--- src/rtl/pixel_shader.sv ---
// pixel_shader: ROM colour fetch with colour key, dark-mode vision mask and a frame fade on game-state change
module pixel_shader #(
  parameter int MEM_LAT = 2,
  parameter logic [11:0] KEY_COLOR = 12'h0F0,
  parameter logic [11:0] BG_COLOR = 12'h000,
  parameter logic [8:0] DARK_HALF = 9'd40,
  parameter int FRM_STEP = 2
) (
  input  logic        clk,
  input  logic        rst,
  input  logic        valid_in,
  input  logic        hsync_in,
  input  logic        vsync_in,
  input  logic [9:0]  h_cnt,
  input  logic [9:0]  v_cnt,
  input  logic [16:0] pixel_addr,
  input  logic        not_blank,
  input  logic        is_dark,
  input  logic [8:0]  player_x,
  input  logic [8:0]  player_y,
  input  logic [3:0]  state_in,
  output logic [16:0] mem_addr,
  input  logic [11:0] mem_rdata,
  output logic [3:0]  vga_r,
  output logic [3:0]  vga_g,
  output logic [3:0]  vga_b,
  output logic        hsync_out,
  output logic        vsync_out,
  output logic        fade_busy
);
  localparam int D = MEM_LAT + 1;
  localparam int CW = FRM_STEP > 1 ? $clog2(FRM_STEP) : 1;
  typedef enum logic [1:0] {IDLE, FADE_OUT, HOLD, FADE_IN} fade_t;
  fade_t fsm;
  logic [D-1:0] v_d, nb_d, dim_d, hs_d, vs_d;
  logic signed [9:0] dx, dy;
  logic [9:0] ax, ay;
  logic dim, vs_prev, tick, step;
  logic [CW-1:0] fcnt;
  logic [4:0] level;
  logic [3:0] prev_state;
  logic [11:0] c, cd;
  function automatic logic [3:0] fade(input logic [3:0] ch, input logic [4:0] lv);
    logic [8:0] p;
    p = {5'd0, ch} * {4'd0, lv};
    return 4'(p >> 4);
  endfunction
  always_comb begin
    dx = (h_cnt >> 1) - {1'b0, player_x};
    dy = (v_cnt >> 1) - {1'b0, player_y};
    ax = dx[9] ? -dx : dx;
    ay = dy[9] ? -dy : dy;
    dim = is_dark && (ax > {1'b0, DARK_HALF} || ay > {1'b0, DARK_HALF});
    tick = vs_prev && !vsync_in;
    step = tick && fcnt == CW'(FRM_STEP - 1);
    c = (nb_d[D-1] && mem_rdata != KEY_COLOR) ? mem_rdata : BG_COLOR;
    cd = dim_d[D-1] ? {2'b0, c[11:10], 2'b0, c[7:6], 2'b0, c[3:2]} : c;
  end
  // The last sideband stage is the output register itself, giving MEM_LAT+2 total latency.
  always_ff @(posedge clk) begin
    if (!rst) begin
      mem_addr <= '0;
      v_d <= '0;
      nb_d <= '0;
      dim_d <= '0;
      hs_d <= '1;
      vs_d <= '1;
      vga_r <= '0;
      vga_g <= '0;
      vga_b <= '0;
      hsync_out <= 1'b1;
      vsync_out <= 1'b1;
    end else begin
      mem_addr <= pixel_addr;
      v_d <= {v_d[D-2:0], valid_in};
      nb_d <= {nb_d[D-2:0], not_blank};
      dim_d <= {dim_d[D-2:0], dim};
      hs_d <= {hs_d[D-2:0], hsync_in};
      vs_d <= {vs_d[D-2:0], vsync_in};
      vga_r <= v_d[D-1] ? fade(cd[11:8], level) : 4'd0;
      vga_g <= v_d[D-1] ? fade(cd[7:4], level) : 4'd0;
      vga_b <= v_d[D-1] ? fade(cd[3:0], level) : 4'd0;
      hsync_out <= hs_d[D-1];
      vsync_out <= vs_d[D-1];
    end
  end
  // Frame counter updates first; any FSM transition below overrides it with a clear.
  always_ff @(posedge clk) begin
    if (!rst) begin
      fsm <= IDLE;
      level <= 5'd16;
      prev_state <= state_in;
      fcnt <= '0;
      vs_prev <= 1'b1;
      fade_busy <= 1'b0;
    end else begin
      vs_prev <= vsync_in;
      if (tick) fcnt <= step ? '0 : fcnt + 1'b1;
      case (fsm)
        IDLE:
          if (state_in != prev_state) begin
            fsm <= FADE_OUT;
            fcnt <= '0;
            fade_busy <= 1'b1;
          end
        FADE_OUT:
          if (level == 5'd0) begin
            fsm <= HOLD;
            fcnt <= '0;
          end else if (step) level <= level - 5'd1;
        HOLD:
          if (tick) begin
            prev_state <= state_in;
            fsm <= FADE_IN;
            fcnt <= '0;
          end
        FADE_IN:
          if (state_in != prev_state) begin
            fsm <= FADE_OUT;
            fcnt <= '0;
          end else if (level == 5'd16) begin
            fsm <= IDLE;
            fcnt <= '0;
            fade_busy <= 1'b0;
          end else if (step) level <= level + 5'd1;
      endcase
    end
  end
endmodule

--- config.mk ---
export PLATFORM = sky130hd
export DESIGN_NAME = pixel_shader
export DESIGN_NICKNAME = d
export VERILOG_FILES = /design/src/rtl/pixel_shader.sv
export SDC_FILE = /design/constraint.sdc
export NUM_CORES = 1
export LEC_CHECK = 0
export CORE_ASPECT_RATIO = 0.7
export CORE_UTILIZATION = 25
export CTS_CLUSTER_SIZE = 20
export DETAILED_ROUTE_END_ITERATION = 6
export PLACE_DENSITY_LB_ADDON = 0.3
export SLEW_MARGIN = 20
export SYNTH_ARGS = -nofsm -noshare
export SYNTH_HDL_FRONTEND = slang
export SYNTH_SLANG_ARGS = --single-unit
--- constraint.sdc ---
create_clock -name clk -period 7.91 [get_ports clk]
set_input_delay 2.373 -clock clk [delete_from_list [all_inputs] [get_ports clk]]
set_output_delay 2.373 -clock clk [all_outputs]
set_load 0.005 [all_outputs]
==> metrics.yaml, run 1 <==
outcome: "finished clean"
clk_pin_slew_worst_paths_ns: 0.05
synth_cell_types: 55
start_kind: "primary input"
synth_area_leaders: "dfxtp_1, ha_1, fa_1, and2_1, xnor2_1"
crit_fanout: 16
cts_root_buf: "clkbuf_16"
holdWs_ns: 0.403
coreArea_um2: 18100
hpwl_um: 7850
hold_class: "reg -> reg"
ios: 110
clock-sinks: 59
seq_area_frac_synth_pct: 26.5
slew_headroom_pct: 60.0
antenna_found_initial: 0
initial_core_util_pct: 25.5
drive_above_1_share_pct: 6.20
place.gp.congestion: 0.775
avgSynthCellArea_um2: 8.69
post-route-min-period_ns: 6.39
overflow: 0
first_pass_iters: 4
period_share_pct: 80.8
ys_warn_count: 0
drv_cap: 0
yosysTopAreaCellShare_pct: 23.9
power_leakage_uw: 0.00270
grt_max_degree: 46
multiInputGateArea_um2: 3170
nets: 792
grt_pass1_wl_um: 17200
grt_pass1_vias: 3551
n_fill_cell: 1871
first_iter_violations: 168
p_per_area_nw_per_um2: 151
cp-end-kind: "register"
synthArstFlopShare_pct: 0
netlist_area_um2: 4610
required_ns: 8.11
yosysMostFrequentCell: "ha_1"
clk-insertion-delay-late_ns: 0.33
grt_usage_pct: 11.5
ctsHoldBuffers: 0
stdcell_count: 881
cts_tree: "built"
cp.arrival_ns: 6.59
antenna_left: 0
rsz0062_at_grt: "no"
worstMarginPinSlew_ns: 0.596
setup-violations-final: 0
dp_cells: 865
synthesis.nets: 683
max_freq_ghz: 0.156
die_h_um: 116
vias_per_cell: 4.33
critPathKind: "in -> reg"
h-tree-depth: 3
cts-resized-gates: 0
synthCells: 531
rows: 41
slew_violations: 0
ir_worst_vdd_v: 0.000127
ys.flop_type: "dfxtp_1"
synth_edf_count: 4
die_x_um: 164
post_drt_wl_per_cell_um: 11.5
setup-tns-final_ns: 0
regArea_um2: 1220
finalClockSkew_ns: 0.00577
cts_buffer_depth: 2
drc_errors: 0
wl_um: 10100
io_buffer_count: 107
numCtsBuffers: 9
synthToLayoutAreaGrowth_pct: 35.3
hold_viol_final: 0
vias: 3817
synthTopCellsByCount: "ha_1, dfxtp_1, inv_1"
die-area_um2: 19000
diodes: 0
cts_setup_buffers: 0
synth_largest_area_cell: "dfxtp_1"
ys_ff_latch: 59
==> critical path: stages <==
cell and delay (ns):
clkdlybuf4s50_1 0.55, or4b_4 0.61, o31ai_4 0.23, nor2_1 0.11, buf_4 0.21, and3_1 0.21, fa_1 0.54, inv_1 0.06
fa_1 0.53, inv_1 0.04, ha_1 0.22, or4_4 0.50, a31oi_2 0.21, xnor2_1 0.14, nor2_1 0.05
==> cells by family after synthesis <==
kind of cell | share of synthesized area, %
AO/OA/AOI/OAI | 11.3
flip-flops | 26.5
AND/OR/NAND/NOR | 25.3
XOR/XNOR | 7.21
buffers and inverters | 4.80
adder cells (fa/ha/maj) | 23.0
multiplexers | 1.95
==> through the flow <==
step                cell area [µm²]  setup WS, ns  util, %  total power (µW)
global route                   6240          1.19     34.6              1010
CTS                            6240          1.52     34.6               963
finish                         6240          1.52     34.6               943
floorplan                      4610          1.63        -               497
detailed placement             5970          1.15     33.1               587
global placement               5970          1.18     33.1               586
==> final timing paths <==
kind,start,end,slack (ns),cells past startpoint
min reg2reg,vs_d[1],vs_d[2],0.40,1
max,mem_rdata[11],vga_b[3],1.52,15
min,vs_d[1],vs_d[2],0.40,1
max reg2reg,dim_d[2],vga_r[3],4.20,15
==> power by group <==
part | switching [µW] | internal [µW] | total (µW)
Clock | 135 | 228 | 363
Sequential | 10.8 | 318 | 329
Combinational | 124 | 127 | 251
==> registers in the layout, indices dropped and copies added, names as in the netlist <==
signal and flops:
vs_d 3, vga_r 4, vga_g 4, vsync_out 1
nb_d 3, vga_b 4, fade_busy 1, fsm 2
dim_d 3, fcnt 1, v_d 3, hsync_out 1
level 5, hs_d 3, mem_addr 17, prev_state 4
==> cell type report <==
| class | count | area share, % |
|---|---|---|
| inverters | 44 | 2.65 |
| multi-input cells | 413 | 50.8 |
| clock inverters | 2 | 0.160 |
| well taps | 236 | 4.73 |
| flip-flops and latches | 59 | 19.6 |
| repair buffers | 113 | 17.9 |
| clock buffers | 14 | 4.23 |
==> layer usage <==
layer	GRT usage, %	wire, µm
met3	3.26	643
met1	16.3	5380
met5	0	0
met4	4.81	136
met2	16.1	3940
==> cells in the final DEF (no fill, tap or decap), types with 12 or more instances in the layout <==
cell type / count
clkdlybuf4s50_1: 107
ha_1: 56
dfxtp_1: 55
inv_1: 44
nor2_1: 42
and2_1: 39
nand2_1: 36
xnor2_1: 27
a21oi_1: 25
nand3_1: 19
fa_1: 18
and3_1: 15
nand2b_1: 13
nor3_1: 12
(Power assumes the default switching activity.)
==> run 2, diff against run 1 <==
- clock period: 7.91 -> 5.13 ns (I/O delays scaled with it)
==> metrics.yaml, run 2 (synthesized netlist as in run 1, its figures left out) <==
outcome: "finished clean"
cp-end-kind: "register"
overflow: 0  # unchanged
rsz0062_at_grt: "no"
initial_core_util_pct: 25.5  # unchanged
place.gp.congestion: 0.779  # +0.56%
rows: 41  # unchanged
cts_tree: "built"
hold_viol_final: 0  # unchanged
dp_slack_ns: -0.472  # -1.63 ns
final_cell_mix: "clkdlybuf4s50_1, dfxtp_1, ha_1, buf_4, inv_1"
grt_pass1_vias: 3769  # +6.1%
finalPower_uw: 1570  # +67%
vias: 4007  # +5.0%
max_freq_ghz: 0.201
slew_violations: 0  # unchanged
post_drt_wl_per_cell_um: 11.7  # +1.7%
path_cells: "clkdlybuf4s15_1 > or4b_4 > o31ai_4 > buf_4 > nor2_4 > buf_6 > buf_4 > buf_4 > and3_4 > fa_1 > ha_1 > ha_2 > or4_4 > a31oi_4 > xnor2_1 > nor2_1"
cp.arrival_ns: 5.17  # -1.42 ns
layout_commonest_cell: "clkdlybuf4s50_1"
utilization_pct: 37.4  # +2.8 points
die-area_um2: 19000  # unchanged
grt_max_degree: 29  # -37%
grt_pass1_wl_um: 18100  # +5.3%
worst_slack_ns: 0.160  # -1.36 ns
antenna_found_initial: 0  # unchanged
setup-violations-final: 0  # unchanged
stdcell_count: 926  # +5.1%
crit_slowest_cell: "or4_4"
regArea_um2: 1220  # unchanged
start_kind: "primary input"
cts_buffer_depth: 2  # unchanged
post-route-min-period_ns: 4.97
clock-sinks: 59  # unchanged
required_ns: 5.33  # -2.78 ns
multiInputGateArea_um2: 3290  # +3.9%
slew_headroom_pct: 36.8  # -23 points
finalClockSkew_ns: 0.00457  # -0.00121 ns
h-tree-depth: 3  # unchanged
ios: 110  # unchanged
crit_fanout: 10  # -6
drive_above_1_share_pct: 16.5  # +10 points
clk-insertion-delay-late_ns: 0.33  # about the same
p_per_area_nw_per_um2: 233  # +54%
diodes: 0  # unchanged
critical-path-top-delay-family: "simple AND/OR/NAND/NOR gates"
numCtsBuffers: 9  # unchanged
synthToLayoutAreaGrowth_pct: 46.3
period_share_pct: 96.9
hpwl_um: 8210  # +4.5%
hold_class: "reg -> reg"
die_x_um: 164  # unchanged
n_fill_cell: 1845  # -1.4%
clk_pin_slew_worst_paths_ns: 0.05  # about the same
crit_buf_inv: 5  # +1
die_h_um: 116  # unchanged
drc_errors: 0  # unchanged
ctsHoldBuffers: 0  # unchanged
drv_cap: 0  # unchanged
slowest_delay_ns: 0.55  # -0.06 ns
critPathKind: "in -> reg"
largest_register_ff_count: 17  # unchanged
ir_worst_vdd_v: 0.000138  # +8.2%
io_buffer_count: 107  # unchanged
setup-tns-final_ns: 0  # unchanged
nets: 837  # +5.7%
power_leakage_uw: 0.00298  # +10%
grt_usage_pct: 11.9  # +0.41 points
wl_um: 10800  # +6.9%
crit_top_cell: "buf_4"
coreArea_um2: 18100  # unchanged
first_pass_iters: 4  # unchanged
dp_cells: 899  # +3.9%
antenna_left: 0  # unchanged
worstMarginPinSlew_ns: 0.945  # +0.349 ns
first_iter_violations: 176  # +4.8%
cts_root_buf: "clkbuf_16"
largestRegisters: "mem_addr (17), level (5)"
vias_per_cell: 4.33  # -0.12%
regMostFlops: "mem_addr"
[run 2: layout make-up]
cell class,instances,area share [%]
Timing Repair Buffer,158,21.4
Sequential cell,59,18.1
Inverter,44,2.45
Tap cell,236,4.38
Clock buffer,11,3.60
Clock inverter,5,1.26
Multi-Input combinational cell,413,48.8
[run 2: metal layers]
layer / global-route usage, % / part of all wire (%) / vias to the layer above
met2: 17.5 / 41 / 62
met4: 3.33 / 1.4 / 0
met5: 0 / 0 / -
li1: - / - / 2136
met3: 2.40 / 4.0 / 12
met1: 17.5 / 53 / 1797
[run 2: final timing paths]
check	startpoint	to	slack (ns)	cells after the start
max	mem_rdata[4]	vga_b[3]	0.16	16
min	hs_d[1]	hs_d[2]	0.40	1
max reg2reg	dim_d[2]	vga_g[3]	1.50	13
min reg2reg	hs_d[1]	hs_d[2]	0.40	1
[run 2: report_power, final]
group / internal [µW] / switching (µW)
registers: 490 / 18.3
clock network: 441 / 225
logic: 203 / 195
[run 2: what timing repair did]
action,CTS,global route
pin swaps,14,22
endpoints found under the setup margin,6,6
endpoints found under the hold margin,0,0
gates resized for setup,18,28
buffers inserted,7,4
[run 2: stage by stage]
| step | hold WS [ns] | cell area, µm² |
|---|---|---|
| 4_1_cts | 0.403 | 6660 |
| 2_1_floorplan | 0.386 | 4690 |
| 3_5_place_dp | 0.391 | 6270 |
| 5_1_grt | 0.421 | 6750 |
| 3_3_place_gp | 0.388 | 6270 |
| 6_report | 0.401 | 6750 |
==> run 3, diff against run 2 <==
- CELL_PAD_IN_SITES_DETAIL_PLACEMENT: not set -> 1
- CELL_PAD_IN_SITES_GLOBAL_PLACEMENT: not set -> 1
==> metrics.yaml, run 3 (synthesized netlist as in run 1, its figures left out) <==
overflow: 0  # unchanged
vias_per_cell: 4.51  # +4.2%
clock-sinks: 59  # unchanged
layout_commonest_cell: "clkdlybuf4s50_1"
start_kind: "primary input"
swShare_pct: 29.7  # +1.8 points
critPathKind: "in -> reg"
cts_tree: "built"
ios: 110  # unchanged
crit_buf_inv: 5  # unchanged
power_leakage_uw: 0.00296  # -0.48%
max_freq_ghz: 0.198  # -1.6%
slew_headroom_pct: 55.3  # +18 points
outcome: "finished clean"
first_iter_violations: 93  # -47%
h-tree-depth: 3  # unchanged
cp_num_cells: 16  # unchanged
io_buffer_count: 107  # unchanged
grt_usage_pct: 14.0  # +2.0 points
dp_slack_ns: -0.505  # -0.0330 ns
initial_core_util_pct: 25.5  # unchanged
cts_root_buf: "clkbuf_16"
internal_power_uw: 1070  # -5.9%
clk_pin_slew_worst_paths_ns: 0.05  # about the same
hold_class: "reg -> reg"
period_share_pct: 98.5  # +1.6 points
place.gp.congestion: 0.801  # +2.8%
crit_fanout: 5  # -5
cts_buffer_depth: 2  # unchanged
required_ns: 5.33  # about the same
diodes: 0  # unchanged
clk-insertion-delay-late_ns: 0.34  # about the same
cp-end-kind: "register"
die_h_um: 116  # unchanged
slowest_delay_ns: 0.57  # +0.02 ns
largest_register_ff_count: 17  # unchanged
whs_path_depth: 1  # unchanged
die-area_um2: 19000  # unchanged
post_drt_wl_per_cell_um: 13.6  # +17%
coreArea_um2: 18100  # unchanged
p_per_area_nw_per_um2: 228  # -2.4%
finalClockSkew_ns: 0.00663  # +0.00206 ns
synthToLayoutAreaGrowth_pct: 44.7
critical-path-top-delay-family: "simple AND/OR/NAND/NOR gates"
p_clk_share_pct: 39.1  # -3.2 points
combPwrFrac_pct: 27.3  # +2.0 points
slew_violations: 0  # unchanged
drc_errors: 0  # unchanged
hpwl_um: 9820  # +20%
pwr-share-seq_pct: 33.6  # +1.3 points
hold_viol_final: 0  # unchanged
worst_slack_ns: 0.0789  # -0.0808 ns
rsz0062_at_grt: "yes"
cp.arrival_ns: 5.25  # +0.08 ns
numCtsBuffers: 9  # unchanged
first_pass_iters: 4  # unchanged
worstMarginPinSlew_ns: 0.664  # -0.281 ns
drv_cap: 0  # unchanged
final_cell_mix: "clkdlybuf4s50_1, ha_1, dfxtp_1, buf_4, inv_1"
regMostFlops: "mem_addr"
die_x_um: 164  # unchanged
r2r_cells: 14  # +1
holdWs_ns: 0.404  # +0.00321 ns
antenna_left: 0  # unchanged
vias: 4160  # +3.8%
switchingPower_uw: 451  # +2.8%
antenna_found_initial: 0  # unchanged
nets: 834  # -0.36%
grt_pass1_vias: 4481  # +19%
crit_slowest_cell: "or4_4"
path_cells: "buf_6 > or4_4 > o31ai_4 > buf_6 > buf_4 > nor2_2 > and2_4 > fa_1 > inv_1 > fa_1 > inv_1 > ha_2 > or4_4 > a31oi_4 > xnor2_1 > nor2_1"
wl_um: 12600  # +16%
grt_max_degree: 46  # +59%
ir_worst_vdd_v: 0.000142  # +3.4%
setup-violations-final: 0  # unchanged
largestRegisters: "mem_addr (17), level (5)"
post-route-min-period_ns: 5.05  # +0.0808 ns
rows: 41  # unchanged
drive_above_1_share_pct: 15.9  # -0.66 points
grt_pass1_wl_um: 21100  # +17%
-- run 3: changes by cell type in the layout (fill, tap and decap cells not counted), moves of 2 or more --
cell      delta
nor3_2       -2
nand2_1      -2
nand2_2      +2
clkinv_2     +2
nor3_1       +2
ha_1         +2
buf_4        -3
-- run 3: worst paths after layout --
path / slack (ns) / to / from
max: 0.08 / vga_b[3] / mem_rdata[2]
min reg2reg: 0.40 / hs_d[1] / hs_d[0]
max reg2reg: 1.26 / vga_r[3] / dim_d[2]
min: 0.40 / hs_d[1] / hs_d[0]
-- run 3: through the flow --
stage | TNS (ns) | cell area (µm²) | cells | utilization (%) | total power [µW]
6_report | 0 | 6680 | 923 | 37.0 | 1520
5_1_grt | -0.308 | 6680 | 923 | 37.0 | 1620
4_1_cts | 0 | 6630 | 919 | 36.7 | 1550
3_5_place_dp | -4.88 | 6260 | 898 | 34.7 | 935
3_3_place_gp | -3.89 | 6260 | 898 | 34.7 | 909
2_1_floorplan | -0.561 | 4690 | 531 | - | 768
-- run 3: area by class of cell --
type,count,area (µm²)
Fill cell,2095,11400
Sequential cell,59,1220
Timing Repair Buffer,154,1420
Clock buffer,9,225
Clock inverter,7,67.6
Tap cell,236,295
Multi-Input combinational cell,414,3280
Inverter,44,165
-- run 3: what timing repair did --
action | in CTS | in global routing
gates resized for setup | 20 | 25
gates cloned | 1 | 0
setup endpoints to repair | 8 | 7
pin swaps | 15 | 18
hold buffers | 0 | 0
setup buffers | 4 | 5
-- run 3: power groups by stage --
stage / Sequential [µW] / Clock [µW] / Combinational [µW]
after floorplan: 514 / 0 / 254
after global placement: 517 / 0 / 392
after detailed placement: 520 / 0 / 415
after CTS: 511 / 619 / 419
after global routing: 515 / 634 / 466
final: 510 / 594 / 415
-- run 3: layer usage --
layer	part of all wire, %	track usage, %
met1	48	17.3
met2	46	23.8
met5	0	0
met3	4.0	3.19
met4	1.3	4.94
